--- config.mk ---
export PLATFORM = sky130hd
export DESIGN_NAME = uart_rx_fifo_flat
export DESIGN_NICKNAME = d
export VERILOG_FILES = /design/src/rtl/uart_pkg.sv /design/src/rtl/uart_rx_fifo_if.sv /design/src/rtl/uart_fifo_mem.sv /design/src/rtl/uart_rx_fifo.sv /design/src/flat_wrapper.sv
export SDC_FILE = /design/constraint.sdc
export NUM_CORES = 1
export LEC_CHECK = 0
export CAP_MARGIN = 20
export CELL_PAD_IN_SITES_DETAIL_PLACEMENT = 0
export CELL_PAD_IN_SITES_GLOBAL_PLACEMENT = 2
export CORE_MARGIN = 2
export CORE_UTILIZATION = 40
export CTS_CLUSTER_DIAMETER = 60
export CTS_CLUSTER_SIZE = 28
export DETAILED_ROUTE_END_ITERATION = 12
export GPL_ROUTABILITY_DRIVEN = 0
export PLACE_DENSITY = 0.74
export SYNTH_ARGS = -nofsm -noshare
export SYNTH_HDL_FRONTEND = slang
export SYNTH_HIERARCHICAL = 1
export SYNTH_SLANG_ARGS = --single-unit
--- constraint.sdc ---
create_clock -name Clk -period 6.7 [get_ports Clk]
set_clock_uncertainty 0.05 [all_clocks]
set_input_delay 2.01 -clock Clk [delete_from_list [all_inputs] [get_ports Clk]]
set_output_delay 2.01 -clock Clk [all_outputs]
set_load 0.05 [all_outputs]
--- src/rtl/uart_pkg.sv ---
// Shared UART definitions: data width, receive FIFO depth and the
// receive capture-stage state encoding.
package uart_pkg;

  localparam int UART_DATA_W       = 8;
  localparam int UART_RXFIFO_DEPTH = 16;

  typedef enum logic [0:0] {
    CAP_IDLE = 1'b0,
    CAP_PEND = 1'b1
  } cap_state_e;

endpackage

--- src/rtl/uart_rx_fifo_if.sv ---
// Receiver-to-host bundle of the UART receive FIFO. The master drives the
// receiver frame strobe, consumer handshake and control pulses; the slave is the FIFO.
interface uart_rx_fifo_if #(
  parameter int DEPTH = uart_pkg::UART_RXFIFO_DEPTH
) ();
  import uart_pkg::*;

  localparam int AW = $clog2(DEPTH);

  logic                   RxDone;
  logic [UART_DATA_W-1:0] RxData;
  logic [UART_DATA_W-1:0] DataOut;
  logic                   DataValid;
  logic                   DataReady;
  logic [AW:0]            Count;
  logic                   Full;
  logic                   Overrun;
  logic                   OvrClr;
  logic                   Flush;

  modport master (
    output RxDone, RxData, DataReady, OvrClr, Flush,
    input  DataOut, DataValid, Count, Full, Overrun
  );

  modport slave (
    input  RxDone, RxData, DataReady, OvrClr, Flush,
    output DataOut, DataValid, Count, Full, Overrun
  );

endinterface

--- src/rtl/uart_fifo_mem.sv ---
// Storage array for the receive FIFO: one synchronous write port and one
// asynchronous read port, deliberately without reset.
module uart_fifo_mem
  import uart_pkg::*;
#(
  parameter  int DEPTH = UART_RXFIFO_DEPTH,
  localparam int AW    = $clog2(DEPTH)
) (
  input  logic                   clk,
  input  logic                   we,
  input  logic [AW-1:0]          waddr,
  input  logic [UART_DATA_W-1:0] wdata,
  input  logic [AW-1:0]          raddr,
  output logic [UART_DATA_W-1:0] rdata
);

  logic [UART_DATA_W-1:0] mem_r [DEPTH];

  // Write port
  always_ff @(posedge clk) begin
    if (we) begin
      mem_r[waddr] <= wdata;
    end
  end

  assign rdata = mem_r[raddr];

endmodule

--- src/rtl/uart_rx_fifo.sv ---
// Receive-side show-ahead FIFO: one capture per RxDone rising edge, a single
// pending stage, then a push into the array; host drains with valid/ready.
module uart_rx_fifo
  import uart_pkg::*;
#(
  parameter  int DEPTH = UART_RXFIFO_DEPTH,
  localparam int AW    = $clog2(DEPTH)
) (
  input  logic           Clk,
  input  logic           Rst,
  uart_rx_fifo_if.slave  bus
);

  localparam logic [AW:0]   FULL_CNT = (AW+1)'(DEPTH);
  localparam logic [AW:0]   CNT_ONE  = (AW+1)'(1);
  localparam logic [AW-1:0] PTR_ONE  = AW'(1);

  cap_state_e             cap_state_r;
  cap_state_e             cap_state_s;
  logic                   rx_done_d_r;
  logic [UART_DATA_W-1:0] cap_byte_r;
  logic [AW-1:0]          wr_ptr_r;
  logic [AW-1:0]          rd_ptr_r;
  logic [AW:0]            count_r;
  logic                   overrun_r;
  logic [UART_DATA_W-1:0] rd_data_s;

  logic capture_s;
  logic cap_pend_s;
  logic full_s;
  logic valid_s;
  logic pop_s;
  logic push_s;
  logic drop_s;

  // Event detect and push/pop/drop qualification; Flush suppresses all of them
  always_comb begin
    capture_s  = bus.RxDone & ~rx_done_d_r;
    cap_pend_s = (cap_state_r == CAP_PEND);
    full_s     = (count_r == FULL_CNT);
    valid_s    = (count_r != '0);
    pop_s      = valid_s & bus.DataReady & ~bus.Flush;
    push_s     = cap_pend_s & ~bus.Flush & (~full_s | pop_s);
    drop_s     = cap_pend_s & ~bus.Flush & full_s & ~pop_s;
  end

  // Capture sequencer next state
  always_comb begin
    cap_state_s = cap_state_r;
    case (cap_state_r)
      CAP_IDLE: begin
        if (capture_s && !bus.Flush) begin
          cap_state_s = CAP_PEND;
        end else begin
          cap_state_s = CAP_IDLE;
        end
      end
      CAP_PEND: cap_state_s = CAP_IDLE;
      default:  cap_state_s = CAP_IDLE;
    endcase
  end

  // Capture sequencer state and RxDone delay; delay resets high to ignore a held level
  always_ff @(posedge Clk) begin
    if (Rst) begin
      cap_state_r <= CAP_IDLE;
      rx_done_d_r <= 1'b1;
    end else begin
      cap_state_r <= cap_state_s;
      rx_done_d_r <= bus.RxDone;
    end
  end

  // Captured byte holding register, data path only
  always_ff @(posedge Clk) begin
    if (capture_s) begin
      cap_byte_r <= bus.RxData;
    end
  end

  // Pointers and occupancy; Count is what tells full from empty when pointers match
  always_ff @(posedge Clk) begin
    if (Rst || bus.Flush) begin
      wr_ptr_r <= '0;
      rd_ptr_r <= '0;
      count_r  <= '0;
    end else begin
      if (push_s) begin
        wr_ptr_r <= wr_ptr_r + PTR_ONE;
      end
      if (pop_s) begin
        rd_ptr_r <= rd_ptr_r + PTR_ONE;
      end
      case ({push_s, pop_s})
        2'b10:   count_r <= count_r + CNT_ONE;
        2'b01:   count_r <= count_r - CNT_ONE;
        default: count_r <= count_r;
      endcase
    end
  end

  // Sticky overrun: a drop wins over a coincident clear
  always_ff @(posedge Clk) begin
    if (Rst) begin
      overrun_r <= 1'b0;
    end else if (drop_s) begin
      overrun_r <= 1'b1;
    end else if (bus.OvrClr) begin
      overrun_r <= 1'b0;
    end else begin
      overrun_r <= overrun_r;
    end
  end

  uart_fifo_mem #(
    .DEPTH (DEPTH)
  ) u_mem (
    .clk   (Clk),
    .we    (push_s),
    .waddr (wr_ptr_r),
    .wdata (cap_byte_r),
    .raddr (rd_ptr_r),
    .rdata (rd_data_s)
  );

  assign bus.DataOut   = rd_data_s;
  assign bus.DataValid = valid_s;
  assign bus.Count     = count_r;
  assign bus.Full      = full_s;
  assign bus.Overrun   = overrun_r;

endmodule

--- src/flat_wrapper.sv ---
// flat-port wrapper written by rule: the top's interface ports become plain ports
module uart_rx_fifo_flat import uart_pkg::*;
#(
  parameter  int DEPTH = UART_RXFIFO_DEPTH,
  localparam int AW    = $clog2(DEPTH)
)
  (Clk, Rst, bus_RxDone, bus_RxData, bus_DataReady, bus_OvrClr, bus_Flush, bus_DataOut, bus_DataValid, bus_Count, bus_Full, bus_Overrun);
  uart_rx_fifo_if #(.DEPTH(DEPTH)) bus_i ();
  input  logic Clk;
  input  logic Rst;
  input wire logic [$bits(bus_i.RxDone)-1:0] bus_RxDone;
  input wire logic [$bits(bus_i.RxData)-1:0] bus_RxData;
  input wire logic [$bits(bus_i.DataReady)-1:0] bus_DataReady;
  input wire logic [$bits(bus_i.OvrClr)-1:0] bus_OvrClr;
  input wire logic [$bits(bus_i.Flush)-1:0] bus_Flush;
  output wire logic [$bits(bus_i.DataOut)-1:0] bus_DataOut;
  output wire logic [$bits(bus_i.DataValid)-1:0] bus_DataValid;
  output wire logic [$bits(bus_i.Count)-1:0] bus_Count;
  output wire logic [$bits(bus_i.Full)-1:0] bus_Full;
  output wire logic [$bits(bus_i.Overrun)-1:0] bus_Overrun;
  assign bus_i.RxDone = bus_RxDone;
  assign bus_i.RxData = bus_RxData;
  assign bus_i.DataReady = bus_DataReady;
  assign bus_i.OvrClr = bus_OvrClr;
  assign bus_i.Flush = bus_Flush;
  assign bus_DataOut = bus_i.DataOut;
  assign bus_DataValid = bus_i.DataValid;
  assign bus_Count = bus_i.Count;
  assign bus_Full = bus_i.Full;
  assign bus_Overrun = bus_i.Overrun;
  uart_rx_fifo #(.DEPTH(DEPTH)) u_core (.Clk(Clk), .Rst(Rst), .bus(bus_i));
endmodule
### Yosys cells after proc, flatten, opt, wreduce, memory -nomap -nowiden

Memories as Yosys holds them, arrays and structs flattened. A register that Yosys moved wholly into a read port is not among the register bits.
Index checks and enable logic that the tools add are counted.

* register bits after elaboration: 24
* memory bits (writable): 128
* output and inout bits: 16
* logic and storage cells: 43
* memories: 1

* add/sub/neg operators: 4
* eq/ne operators: 3
* multiplexer cells: 9
* bitwise gates (word level): 13
* reduce and logical (&&, ||, !) cells: 6

Memory list
* u_core.u_mem.mem_r: depth 16, bits a word 8, rd ports 1, clocked after memory_dff 1, write ports 1, line uart_fifo_mem.sv:17 `logic [UART_DATA_W-1:0] mem_r [DEPTH];`

Operators with widths (number)
* 5-bit case mux with 2 select lines: 1
* 4-bit by 1-bit adder with 4-bit output, second input constant: 2
* 4-bit 2-to-1 mux: 2
* 1-bit bitwise AND: 7
* 5-bit by 1-bit adder with 5-bit output, second input constant: 1
* 5-bit equality test, second input constant: 1
* 1-bit 2-to-1 mux: 5
* 1-bit inverter: 5
* 5-bit nonzero test: 1
* 5-bit by 1-bit subtractor with 5-bit output, second input constant: 1
* 2-bit nonzero test: 2
* 2-bit by 1-bit equality test with 1-bit output, second input constant: 1
* 2-bit equality test, second input constant: 1
* 1-bit case mux with 2 select lines: 1
* 1-bit logical AND: 1
* 1-bit logical NOT: 1
* 1-bit logical OR: 1
* 1-bit OR: 1

### Depth between registers and ports, before layout

* depth in word-level cells: 7
* mapped depth: 9
* depth with buffers taken out: 8

### Cells and area by module

Netlist, hierarchy kept.

By module, submodules not included
* uart_fifo_mem: times used 1, cells each 221, area each 4987.3 um^2, sequential area each 3843.7 um^2
* uart_rx_fifo: times used 1, cells each 114, area each 1186.1 um^2, sequential area each 560.5 um^2

### Worst setup path before layout

OpenSTA, ideal clock, no wires.

* kind: input to register
* from: input bus_DataReady
* to: memory u_core.u_mem.mem_r[0][0] (enable)
* setup time: 383 ps
* arrival: 3722 ps
* setup slack: 2545 ps
* cell stages on the path: 5
* buffers on the path: 1
* cell sequence: buf_2 > inv_1 > a31oi_2 > or3b_2 > nor3_1

* cells in the longest elaborated chain, start to end: 6

Ends and longest elaborated chain
* start: declaration: line flat_wrapper.sv:13 `input wire logic [$bits(bus_i.DataReady)-1:0] bus_DataReady;`
* 1-bit bitwise AND (2 in a row): line uart_rx_fifo.sv:42 `pop_s = valid_s & bus.DataReady & ~bus.Flush;`
* 1-bit OR: line uart_rx_fifo.sv:43 `push_s = cap_pend_s & ~bus.Flush & (~full_s | pop_s);`
* 1-bit bitwise AND: line uart_rx_fifo.sv:43
* net u_core.push_s: line uart_rx_fifo.sv:33 `logic push_s;`
* 1-bit 2-to-1 mux: line uart_fifo_mem.sv:21 `if (we) begin`
* 1-bit 2-to-1 mux (not written as such): line uart_fifo_mem.sv:22 `mem_r[waddr] <= wdata;`
* end: declaration: line uart_fifo_mem.sv:17

The timed path passes the listed nets, and every way through them passes these cells.

==> results.yml <==
clock_network:
  cts_hold_buf: 0
  clk_pin_slew_ns: 0.06
  clkSinkCount: 152
  cts_tree: "built"
  cts-root-buf: "clkbuf_16"
  htreeDepth: 4
  cts_resized: 0
  ctsLongestPathBuffers: 2
  cts_made_buffers: 17
  clk_latency_ns: 0.41
  cts_setup_buffers: 0
yosys:
  synth_area_sq_um: 6173
  syn_area_per_cell_sq_um: 18.43
  syn_nets: 355
  ys_warn_count: 6
  synth_cells: 335
  ys_types: 51
  synth-seq-cells: 152
  yosysSeqAreaShare: 0.7134
floorplanning:
  dieArea_sq_um: 16440
  io_pins: 30
  start_util: 0.4076
  rows: 45
  core_sq_um: 15150
  die_x_um: 128.2
  die_y_um: 128.2
route:
  wl_per_cell_um: 21.32
  final_antenna_net_count: 0
  drtIter0Drc: 252
  drc: 0
  vias: 3117
  dr.pass1.iters: 4
  via_per_inst: 5.421
  drt-total-wl_um: 12260
critical_path:
  slowest_delay_ns: 0.87
  cp-end-kind: "output port"
  critical_path_required_ns: 4.64
  worstSetupStartpointType: "flip-flop"
  cp_slowest_cell: "dfxtp_2"
  critical_path_class: "flip-flop to output port"
  cp_cell_sequence: "buf_4, mux4_2, a22oi_1, nand2_1, clkdlybuf4s50_1"
  path_max_fanout: 26
  arrival_ns: 3.24
run:
  drv_cap: 0
timing:
  setup_tns_ns: 0
  max_freq_mhz: 188.7
  slew-limit-headroom: 0.2998
  slew_viol_final: 0
  period_needed_ns: 5.298
  rsz0062_at_grt: "false"
  tightest_slew_ns: 1.046
  finalSetupViolations: 0
  hold_violations: 0
  fin_crit_sh: 0.7908
final_layout:
  drive_gt1_frac: 0.1654
  layout.cells.non_filler: 575
  syn_to_final_growth_pct: 17.21
  fillCellCount: 1293
  num_antenna_cells: 0
  multi_input_area_sq_um: 1668
  nNetsFinal: 395
  regArea_sq_um: 4405
  final_util: 0.4777
global_routing:
  grt_usage: 0.1615
  antenna_found_initial: 0
  grt-ovfl-total: 0
  grt_pass1_wl_um: 19100
  grt_max_degree: 27
  grt_pass1_vias: 3167
placement:
  numPortBuffers: 29
  dp_cells: 542
  dp_hpwl_um: 7678
worst_hold_path:
  holdCritPathClass: "flip-flop to flip-flop"
power_and_ir_drop:
  p_leak_nw: 2.324
  p_per_area_nw_per_um2: 272.5
  vdd_drop_max_uv: 176.7
  power_mw: 1.972
outcome:
  status: "finished, final reports clean"
## Yosys cell counts (all sizes together)
cell type      number  share of area
edfxtp            136           0.66
mux4               32           0.13
nor2               25          0.015
a22oi              16          0.019
dfxtp              16          0.052
nand2              13         0.0079
buf                 9          0.011
a21oi               8         0.0065
nand3               8         0.0065
nor3                7         0.0057
ha                  5          0.010
nand2b              5         0.0051
a21o                4         0.0051
clkdlybuf4s25       3         0.0049
nand3b              3         0.0036
nor3b               3         0.0036
o21ai               3         0.0043
or3b                3         0.0043
xor2                3         0.0043
a31oi               2         0.0030
and2                2         0.0022
and2b               2         0.0024
clkbuf              2         0.0012
inv                 2         0.0012
mux2i               2         0.0032
nor2b               2         0.0020
o211ai              2         0.0024
or2                 2         0.0020
or4                 2         0.0030
a211oi              1         0.0012
a21bo               1         0.0016
a31o                1         0.0014
a32o                1         0.0016
a32oi               1         0.0014
and3                1         0.0010
fa                  1         0.0032
nand4               1         0.0010
nor4                1         0.0034
o221ai              1         0.0014
o31ai               1         0.0012
or2b                1         0.0012
xnor2               1         0.0014
## power by group
group | switching (mW) | leakage (nW) | internal (mW)
clock network | 0.341 | 0.279 | 0.575
logic | 0.0105 | 0.692 | 0.0112
registers | 0.00665 | 1.35 | 1.03
## stage by stage
stage	hold WS (ns)	worst slack, ns	cell area, sq um
floorplan	0.4311	2.545	6173
global placement	0.4176	1.772	6636
detailed placement	0.4164	1.677	6636
CTS	0.4322	1.312	7203
global route	0.4656	1.187	7236
finish	0.4320	1.402	7236
## registers in the layout, indices dropped and copies added, names as in the netlist
register            count
u_core/rd_ptr_r         4
u_core/cap_byte_r       8
u_core/cap_pend_s       1
u_core/bus.Overrun      1
u_core/wr_ptr_r         4
u_core/rx_done_d_r      1
u_core/u_mem/mem_r    128
u_core/bus.Count        5
## worst max-delay path: cells and delay by family, from the launching register on
kind	cells	cell delay (ns)
AND/OR/NAND/NOR	1	0.11
multiplexers	1	0.53
buffers and inverters	2	1.08
flip-flops	1	0.87
AO/OA/AOI/OAI	1	0.22
## final timing paths
check / start / to / slack [ns] / cells after the start
max: u_core/rd_ptr_r[0]$_SDFFE_PP0P_ / bus_DataOut[0] / 1.40 / 5
min reg2reg: u_core/bus.Overrun$_SDFFE_PP0P_ / u_core/bus.Overrun$_SDFFE_PP0P_ / 0.43 / 2
max reg2reg: u_core/bus.Count[0]$_SDFFE_PP0P_ / u_core/u_mem/mem_r[3][0]$_DFFE_PP_ / 3.89 / 4
min: u_core/bus.Overrun$_SDFFE_PP0P_ / u_core/bus.Overrun$_SDFFE_PP0P_ / 0.43 / 2
## layer usage
| metal | track usage | vias to the layer above | wire [um] |
|---|---|---|---|
| li1 | - | 1453 | - |
| met1 | 0.2398 | 1590 | 6136 |
| met2 | 0.2344 | 72 | 5585 |
| met3 | 0.04341 | 2 | 491 |
| met4 | 0.04783 | 0 | 44 |
| met5 | 0 | - | 0 |
## cell type report
| cell class | instances | area share |
|---|---|---|
| flip-flops and latches | 152 | 0.6089 |
| inverters | 2 | 0.001038 |
| clock buffers | 19 | 0.05983 |
| repair buffers | 35 | 0.04876 |
| multi-input cells | 167 | 0.2305 |
| well taps | 188 | 0.03251 |
| clock inverters | 12 | 0.01850 |
## cell families after synthesis
logic type,Yosys count,synth area share
fa+ha+maj,6,0.01338
xor+xnor,4,0.005676
compound gates,42,0.05067
flops,152,0.7134
mux,34,0.1285
buf+inv,16,0.01804
simple gates,81,0.07033
## cell usage in the layout (no fill, tap or decap), types with 3 or more instances in the layout
cell | netlist | final
ha_1 | 5 | 5
clkinv_1 | 0 | 3
nand3_1 | 8 | 8
a21o_1 | 3 | 3
mux4_2 | 18 | 18
clkinv_2 | 0 | 5
nor3b_1 | 3 | 3
clkdlybuf4s50_1 | 0 | 29
clkbuf_16 | 0 | 17
mux4_1 | 14 | 14
xor2_1 | 3 | 3
nor2_1 | 25 | 25
nand2_1 | 13 | 13
a22oi_1 | 16 | 16
dfxtp_1 | 16 | 15
nor3_1 | 7 | 5
bufinv_16 | 0 | 3
nand2b_1 | 5 | 5
a21oi_1 | 8 | 8
buf_4 | 1 | 4
nand3b_1 | 3 | 3
edfxtp_1 | 136 | 136
Note: power is estimated with default switching activity, not from simulation.
